--- src/rtl/tdc_readout_pkg.sv ---
// -----------------------------------------------------------------------------
// tdc_readout_pkg
// Shared definitions for the ring-TDC read-back controller:
//   - state_t   : controller state encoding (IDLE, WAIT, CAPT, DONE)
//   - SETTLE_W  : width of the settle counter (SETTLE range 0..15)
//   - calc_n_bytes() : number of result bytes for a given delay-line length
// -----------------------------------------------------------------------------
package tdc_readout_pkg;

  typedef enum logic [1:0] {
    ST_IDLE = 2'd0,
    ST_WAIT = 2'd1,
    ST_CAPT = 2'd2,
    ST_DONE = 2'd3
  } state_t;

  localparam int SETTLE_W = 4;

  function automatic int calc_n_bytes(input int n_delay);
    return n_delay / 8;
  endfunction

endpackage

--- src/rtl/tdc_readout_byte_stats.sv ---
// -----------------------------------------------------------------------------
// tdc_byte_stats
// Combinational statistics for one thermometer byte, scanned LSB first.
// Ports:
//   data   in  8 : result byte
//   prev   in  1 : value of the bit just below data[0] (previous byte's MSB)
//   pop    out 4 : number of ones in data
//   found  out 1 : a transition exists inside this byte (including prev->data[0])
//   offset out 3 : bit position of the first such transition
//   trans  out 4 : number of transitions (only with TDC_READOUT_BUBBLE_EN)
//   last   out 1 : data[7], becomes prev for the next byte
// Macro TDC_READOUT_BUBBLE_EN adds the trans output.
// -----------------------------------------------------------------------------
module tdc_byte_stats (
  input  logic [7:0] data,
  input  logic       prev,
  output logic [3:0] pop,
  output logic       found,
  output logic [2:0] offset,
`ifdef TDC_READOUT_BUBBLE_EN
  output logic [3:0] trans,
`endif
  output logic       last
);

  logic p;

  always_comb begin
    pop    = '0;
    found  = 1'b0;
    offset = '0;
`ifdef TDC_READOUT_BUBBLE_EN
    trans  = '0;
`endif
    p      = prev;
    for (int i = 0; i < 8; i++) begin
      pop = pop + 4'(data[i]);
      if (data[i] != p) begin
`ifdef TDC_READOUT_BUBBLE_EN
        trans = trans + 4'd1;
`endif
        if (!found) begin
          found  = 1'b1;
          offset = 3'(i);
        end
      end
      p = data[i];
    end
  end

  assign last = data[7];

endmodule

--- src/rtl/tdc_readout.sv ---
// -----------------------------------------------------------------------------
// tdc_readout
// Read-back controller for the ring TDC's 8-bit muxed result port. On a
// trigger it steps o_sel through every result byte, waits SETTLE cycles after
// each select change, folds the byte into running statistics and finally
// presents one-count, first-edge position and bubble flag on valid/ready.
//
// Handshake: o_valid stays high with stable o_count/o_edge/o_bubble until an
// edge with o_valid & i_ready; that edge completes the transfer and drops
// o_valid. i_trig is only sampled in IDLE.
//
// Ports:
//   clk, rst (sync, active high)
//   i_trig          : start a readout (IDLE only)
//   o_sel    [4:0]  : byte select to the TDC mux
//   i_byte   [7:0]  : selected result byte
//   o_busy          : readout in progress
//   o_valid/i_ready : result handshake
//   o_count  [CW-1:0], o_edge [CW-1:0], o_bubble : result
//   o_state  [1:0]  : current controller state (debug)
// Macro TDC_READOUT_BUBBLE_EN builds the transition counter behind o_bubble;
// without it o_bubble is tied low and only the first edge is tracked.
// -----------------------------------------------------------------------------
module tdc_readout
  import tdc_readout_pkg::*;
#(
  parameter int N_DELAY = 192,
  parameter int SETTLE  = 1,
  parameter int CW      = $clog2(N_DELAY + 1)
) (
  input  logic          clk,
  input  logic          rst,
  input  logic          i_trig,
  output logic [4:0]    o_sel,
  input  logic [7:0]    i_byte,
  output logic          o_busy,
  output logic          o_valid,
  input  logic          i_ready,
  output logic [CW-1:0] o_count,
  output logic [CW-1:0] o_edge,
  output logic          o_bubble,
  output logic [1:0]    o_state
);

  localparam int N_BYTES = calc_n_bytes(N_DELAY);
  localparam logic [SETTLE_W-1:0] SETTLE_LD = SETTLE_W'(SETTLE);
  // With no settle time a select change is followed directly by a capture.
  localparam state_t NEXT_AFTER_SEL = (SETTLE == 0) ? ST_CAPT : ST_WAIT;

  state_t              state;
  logic [SETTLE_W-1:0] cnt;
  logic                found_q;
  logic                prev_q;

  // Byte-0 capture restarts all statistics, so results from the previous
  // readout stay visible until that point.
  logic                first_byte;
  logic                last_byte;
  logic                ref_prev;
  logic [3:0]          b_pop;
  logic                b_found;
  logic [2:0]          b_offset;
  logic                b_last;
  logic [CW-1:0]       edge_here;

  assign first_byte = (o_sel == 5'd0);
  assign last_byte  = (o_sel == 5'(N_BYTES - 1));
  // For byte 0 the reference is bit 0 itself, so bit 0 never counts as a transition.
  assign ref_prev   = first_byte ? i_byte[0] : prev_q;
  assign edge_here  = CW'({o_sel, b_offset});
  assign o_state    = state;

`ifdef TDC_READOUT_BUBBLE_EN
  logic [3:0] b_trans;
`endif

  tdc_byte_stats u_stats (
    .data   (i_byte),
    .prev   (ref_prev),
    .pop    (b_pop),
    .found  (b_found),
    .offset (b_offset),
`ifdef TDC_READOUT_BUBBLE_EN
    .trans  (b_trans),
`endif
    .last   (b_last)
  );

  always_ff @(posedge clk) begin
    if (rst) begin
      state   <= ST_IDLE;
      o_sel   <= '0;
      cnt     <= '0;
      o_busy  <= 1'b0;
      o_valid <= 1'b0;
      o_count <= '0;
      o_edge  <= CW'(N_DELAY);
      found_q <= 1'b0;
      prev_q  <= 1'b0;
    end else begin
      case (state)
        ST_IDLE: begin
          o_sel <= '0;
          if (i_trig) begin
            cnt    <= SETTLE_LD;
            o_busy <= 1'b1;
            state  <= NEXT_AFTER_SEL;
          end
        end

        ST_WAIT: begin
          cnt <= cnt - SETTLE_W'(1);
          if (cnt == SETTLE_W'(1)) state <= ST_CAPT;
        end

        ST_CAPT: begin
          prev_q <= b_last;
          if (first_byte) begin
            o_count <= CW'(b_pop);
            found_q <= b_found;
            o_edge  <= b_found ? edge_here : CW'(N_DELAY);
          end else begin
            o_count <= o_count + CW'(b_pop);
            if (!found_q && b_found) begin
              found_q <= 1'b1;
              o_edge  <= edge_here;
            end
          end

          if (last_byte) begin
            o_sel   <= '0;
            o_busy  <= 1'b0;
            o_valid <= 1'b1;
            state   <= ST_DONE;
          end else begin
            o_sel <= o_sel + 5'd1;
            cnt   <= SETTLE_LD;
            state <= NEXT_AFTER_SEL;
          end
        end

        ST_DONE: begin
          if (i_ready) begin
            o_valid <= 1'b0;
            state   <= ST_IDLE;
          end
        end

        default: state <= ST_IDLE;
      endcase
    end
  end

`ifdef TDC_READOUT_BUBBLE_EN
  // Only "more than one transition" matters, so the tally saturates at 2.
  logic [1:0] trans_q;
  logic [3:0] trans_sum;

  assign trans_sum = (first_byte ? 4'd0 : {2'b00, trans_q}) + b_trans;

  always_ff @(posedge clk) begin
    if (rst) begin
      trans_q <= '0;
    end else if (state == ST_CAPT) begin
      trans_q <= (trans_sum > 4'd2) ? 2'd2 : trans_sum[1:0];
    end
  end

  assign o_bubble = trans_q[1];
`else
  assign o_bubble = 1'b0;
`endif

endmodule

--- config.mk ---
export PLATFORM = sky130hd
export DESIGN_NAME = tdc_readout
export DESIGN_NICKNAME = d
export VERILOG_FILES = /design/src/rtl/tdc_readout_pkg.sv /design/src/rtl/tdc_readout_byte_stats.sv /design/src/rtl/tdc_readout.sv
export SDC_FILE = /design/constraint.sdc
export NUM_CORES = 1
export LEC_CHECK = 0
export ABC_AREA = 1
export CAP_MARGIN = 20
export CORE_MARGIN = 5
export CORE_UTILIZATION = 44
export DETAILED_ROUTE_END_ITERATION = 12
export GPL_TIMING_DRIVEN = 0
export HOLD_SLACK_MARGIN = 0.12
export PLACE_DENSITY = 0.69
export SYNTH_ARGS = -nofsm -noshare
export SYNTH_HDL_FRONTEND = slang
export SYNTH_SLANG_ARGS = --single-unit
--- constraint.sdc ---
create_clock -name clk -period 5.35 [get_ports clk]
set_clock_uncertainty 0.1 [all_clocks]
set_input_delay 0.535 -clock clk [delete_from_list [all_inputs] [get_ports clk]]
set_output_delay 0.535 -clock clk [all_outputs]
set_load 0.05 [all_outputs]
; Word level (Yosys, flattened, before mapping)
; Index checks and enable logic that the tools add are counted.
[word_totals]
reg_bits = 31
latch_bits = 0
ram_bits = 0
rom_bits = 0
output_inout_bits = 26
wordCells = 95
memories = 0
[op_classes]
n_addsub = 10
multipliers = 0
n_div = 0
order_cmp = 0
eq_ne = 18
n_shift = 0
mux = 45
bitwise_logic = 0
reduce_logical = 13
[op_table]
columns = cell, count
row1 = $mux 3, 13
row2 = $mux 8, 4
row3 = $add 4x1->4, 6
row4 = $mux 1, 16
row5 = $pmux 4 s3, 1
row6 = $reduce_and 3->1, 4
row7 = $ne 2x2->1 const B, 5
row8 = $pmux 5 s2, 1
row9 = $add 8x4->8, 1
row10 = $mux 2, 4
row11 = $mux 4, 2
row12 = $ne 1x1->1, 8
row13 = $pmux 2 s4, 1
row14 = $reduce_bool 2->1, 3
row15 = $add 5x1->5 const B, 1
row16 = $eq 5x5->1 const B, 1
row17 = $logic_not 5->1, 1
row18 = $mux 5, 1
row19 = $eq 2x2->1 const B, 2
row20 = $eq 4x1->1 const B, 1
row21 = $pmux 1 s2, 2
row22 = $sub 4x1->4 const B, 1
row23 = $reduce_bool 3->1, 1
row24 = $add 1x1->2, 1
row25 = 5 further kinds, 5

; Depth between registers and ports, before layout
[logic_depth]
ltp_word = 20
depth_mapped = 17
ltp_nobuf = 17

; Hierarchy
; From an unflattened synthesis, not the netlist that was laid out.
[hier_totals]
cells_unflattened = 303
area_unflattened_um2 = 2034.5
[modules_own_cells]
columns = mod, instances, cells_each, area_per_inst_um2
row1 = tdc_readout, 1, 228, 1610.3
row2 = tdc_byte_stats, 1, 75, 424.2

; Worst setup path after synthesis
; Ideal clock, no wire load.
[synth_path]
path_type = input to register
start = input port i_byte[0]
end = register o_count[6]
setup_time_ps = 115
arrival_time_ps = 3699
t_required_ps = 5135
path_slack_ps = 1436
stages = 14
path_buffers = 0
path_cell_list = ha_1 inv_1 fa_1 fa_1 fa_1 fa_1 inv_1 fa_1 nand3_1 nand2_1 and3_1 nand2_1 a21oi_1 o21a_1
[synth_via]
elab_chain_len = 9
[synth_rtl]
columns = element, line_no
row1 = start: declaration, tdc_readout.sv:35  ; input logic [7:0] i_byte,
row2 = $add 1x1->2, tdc_readout_byte_stats.sv:37  ; pop = pop + 4'(data[i]);
row3 = $add 4x1->4 (6 in series), tdc_readout_byte_stats.sv:37
row4 = $add 8x4->8, tdc_readout.sv:123  ; o_count <= o_count + CW'(b_pop);
row5 = $mux 8, tdc_readout.sv:118  ; if (first_byte) begin
row6 = end signal: assignment, tdc_readout.sv:119  ; o_count <= CW'(b_pop);
row7 = end signal: assignment, tdc_readout.sv:123
row8 = end: declaration, tdc_readout.sv:39  ; output logic [CW-1:0] o_count,
; No other way between the ends.
; A chain may end at the register's enable or synchronous reset.

; Worst setup path after layout
[layout_path]
start = input port i_byte[0]
end = register o_count[7]
; Same word-level chain as after synthesis.

==> flow_metrics.py <==
metrics = {
    "sta": {
        "finalSetupViolCount": 0,
        "relSlewSlack": 0.645,
        "hold_viol_final": 0,
        "rsz0062_at_grt": "no",
        "fin_crit_ns": 4.47,
        "drv_slew": 0,
        "worst_slew_pin_slew_ns": 0.532,
        "hold_slack_ns": 0.349,
        "fin_setup_tns_ns": 0,
        "setup_slack_ns": 0.879,
        "fmax_mhz": 224,
        "fin_crit_sh": 0.836,
    },
    "critical_path": {
        "critPathTopFamily": "adder cells",
        "cpPeakStageDelay_ns": 0.47,
        "cp_slowest_cell": "clkdlybuf4s50_1",
        "crit_chain": "clkdlybuf4s50_1 > ha_1 > inv_1 > fa_1 > fa_1 > fa_1 > fa_1 > xor2_1 > inv_1 > ha_1 > a21oi_1 > o211ai_1 > nand4_1 > inv_1 > nand2_1 > a21oi_1",
        "cp-end-kind": "flop",
        "cp.arrival_ns": 4.58,
        "cp.required_ns": 5.46,
        "critPathBufInv": 4,
        "setup.worst_path.start_class": "input pin",
        "cp_max_fo": 3,
        "worstSetupPathType": "in -> reg",
        "cp_common_cell": "fa_1",
    },
    "die": {
        "initial_core_util": 0.457,
        "die_area_um2": 6040,
        "die_w_um": 77.7,
        "core_um2": 4410,
        "num_io_pins": 38,
        "die_h_um": 77.7,
        "rows": 24,
    },
    "final_layout": {
        "antenna_cells": 0,
        "drive_gt1_frac": 0.101,
        "nets": 335,
        "fillCellCount": 427,
        "syn_to_final_growth_pct": 26.1,
        "design_area_um2": 2540,
    },
    "synth": {
        "syn_inst": 263,
        "synth_ff_type": "dfxtp_1",
        "synthTopCellsByCount": "nand2_1 (54), inv_1 (39), dfxtp_1 (31)",
        "synth_top_area_cell": "dfxtp_1",
        "syn_area_um2": 2020,
        "yosysMostFrequentCell": "nand2_1",
        "ys_warn_count": 0,
        "synth_area_per_cell_um2": 7.67,
        "ys_seq_area_frac": 0.308,
        "synth-seq-cells": 31,
        "synth.net_count": 292,
        "synth_top_area_frac": 0.308,
        "synth_area_leaders": "dfxtp_1 (31%), nand2_1 (10%), ha_1 (7.4%)",
        "ys_types": 40,
        "synth_edf_count": 0,
        "synthArstFlopShare": 0,
    },
    "global_route": {
        "grt_pass1_vias": 1768,
        "use_met3": 0.0405,
        "antenna_found_initial": 0,
        "grt_first_pass_wirelength_um": 7800,
        "use_met1": 0.201,
        "gr-usage-all-layers": 0.155,
        "globalRoute.totalOverflow": 0,
        "grt_busiest_layer": "met2",
        "grtUsageMet2": 0.245,
        "grt_start_max_net_pins": 11,
    },
    "cts": {
        "cts_tree": "done",
        "cts_resized": 0,
        "clk-insertion-delay-late_ns": 0.28,
        "cts_max_path_buffers": 2,
        "numCtsBuffers": 5,
        "clkSlewWorstSetupHoldPaths_ns": 0.06,
        "holdBufCountCts": 0,
        "cts.sinks": 31,
        "postCtsSetupRepairBufs": 0,
        "cts_root_buffer": "clkbuf_8",
        "htreeDepth": 2,
    },
    "power_and_ir_drop": {
        "p_leak_nw": 1.12,
        "switching_power_uw": 244,
        "vdd_drop_max_mv": 0.153,
        "swShare": 0.353,
        "p_seq_frac": 0.374,
        "powerDensity_nw_per_um2": 271,
        "p_int_uw": 446,
        "pwr-share-clk": 0.295,
        "pwr-share-comb": 0.330,
    },
    "routing": {
        "finalWirelength_um": 4380,
        "num_vias": 1825,
        "drtIter0Drc": 81,
        "drc": 0,
        "drt-pass1-iter-count": 4,
        "via_per_inst": 5.08,
        "wl_per_cell_um": 12.2,
        "ant_nets": 0,
    },
    "run": {
        "cap_viol_max_count": 0,
    },
    "place": {
        "numPortBuffers": 36,
        "dp_hpwl_um": 3400,
        "place_area_um2": 2440,
        "post-place-ws_ns": 0.592,
        "routabilityCongestion": 0.867,
    },
    "run_status": {
        "outcome": "finished clean",
    },
    "min_path": {
        "hp-class": "reg -> reg",
    },
}
[placed cells by master, fill, tap and decap left out, drive strengths merged]
cell type      Yosys  final
nor3b              3      3
a22oi              1      1
or2                1      1
dfxtp             31     31
clkbuf             3     11
o311ai             1      1
conb               1      1
o21bai             2      2
clkdlybuf4s50      0     36
o21a               1      1
a221oi             1      1
o211ai             1      1
o21ai             10     10
xor2               3      3
o221ai             1      1
inv               42     42
a211oi             1      1
o31ai              1      1
xnor2              6      6
nand2             61     61
nand3             19     19
ha                12     12
a21oi             21     21
fa                 5      5
a31oi              3      3
nand4              5      5
nor2              19     19
nor3               5      5
buf                2      2
and3               1      1
[worst reg2reg max path: cells and delay by family (launching register included)]
kind | cells | cell delay [ns]
simple gates | 10 | 0.92
flops | 1 | 0.38
fa+ha+maj | 1 | 0.13
buf+inv | 2 | 0.12
[registers in the layout, indices dropped and copies added, names as in the netlist]
| signal | cells |
|---|---|
| o_count | 8 |
| o_edge | 8 |
| o_sel | 5 |
| cnt | 4 |
| o_state | 2 |
| found_q | 1 |
| o_busy | 1 |
| o_valid | 1 |
| prev_q | 1 |
[cell families after synthesis]
logic type,after synthesis,share of synthesized area
AOI/OAI and AO/OA,44,0.125
xor gates and xnor gates,9,0.0428
adders and majority gates,17,0.124
buffers and inverters,47,0.0899
DFF,31,0.308
other,1,0.00186
and+or+nand+nor,114,0.308
[through the flow]
| stage | power (mW) | utilization | instances |
|---|---|---|---|
| final | 0.690 | 0.576 | 359 |
| after global routing | 0.737 | 0.576 | 359 |
| after CTS | 0.696 | 0.576 | 359 |
| after detailed placement | 0.492 | 0.553 | 351 |
| after global placement | 0.489 | 0.553 | 351 |
| after floorplan | 0.432 | - | 263 |
[power by group through the flow]
stage / Clock, mW / Combinational [mW] / Sequential, mW
2_1_floorplan: 0 / 0.137 / 0.294
3_3_place_gp: 0 / 0.226 / 0.263
3_5_place_dp: 0 / 0.229 / 0.263
4_1_cts: 0.208 / 0.230 / 0.258
5_1_grt: 0.217 / 0.260 / 0.260
6_report: 0.204 / 0.228 / 0.258
[routing by layer]
metal | up-vias | routed length [um]
li1 | 936 | -
met1 | 844 | 2050
met2 | 36 | 2020
met3 | 9 | 218
met4 | 0 | 87
met5 | - | 0
[final cells by class]
| type | instances | area [um^2] | area share |
|---|---|---|---|
| Inverter | 42 | 158 | 0.0620 |
| Multi-Input combinational cell | 185 | 1210 | 0.478 |
| Sequential cell | 31 | 621 | 0.244 |
| Timing Repair Buffer | 36 | 360 | 0.142 |
| Buffer | 5 | 23.8 | 0.00935 |
| Clock buffer | 8 | 100 | 0.0394 |
| Tap cell | 52 | 65.1 | 0.0256 |
[final timing paths]
path	start	end	slack, ns	depth (start not counted)
worst max-delay path	i_byte[0]	o_count[7]	0.88	16
worst min-delay path	o_edge[0]	o_edge[0]	0.35	2
worst max register to register	o_sel[0]	o_edge[7]	3.54	13
worst min register to register	o_edge[0]	o_edge[0]	0.35	2
Note: power is estimated with default switching activity, not from simulation.
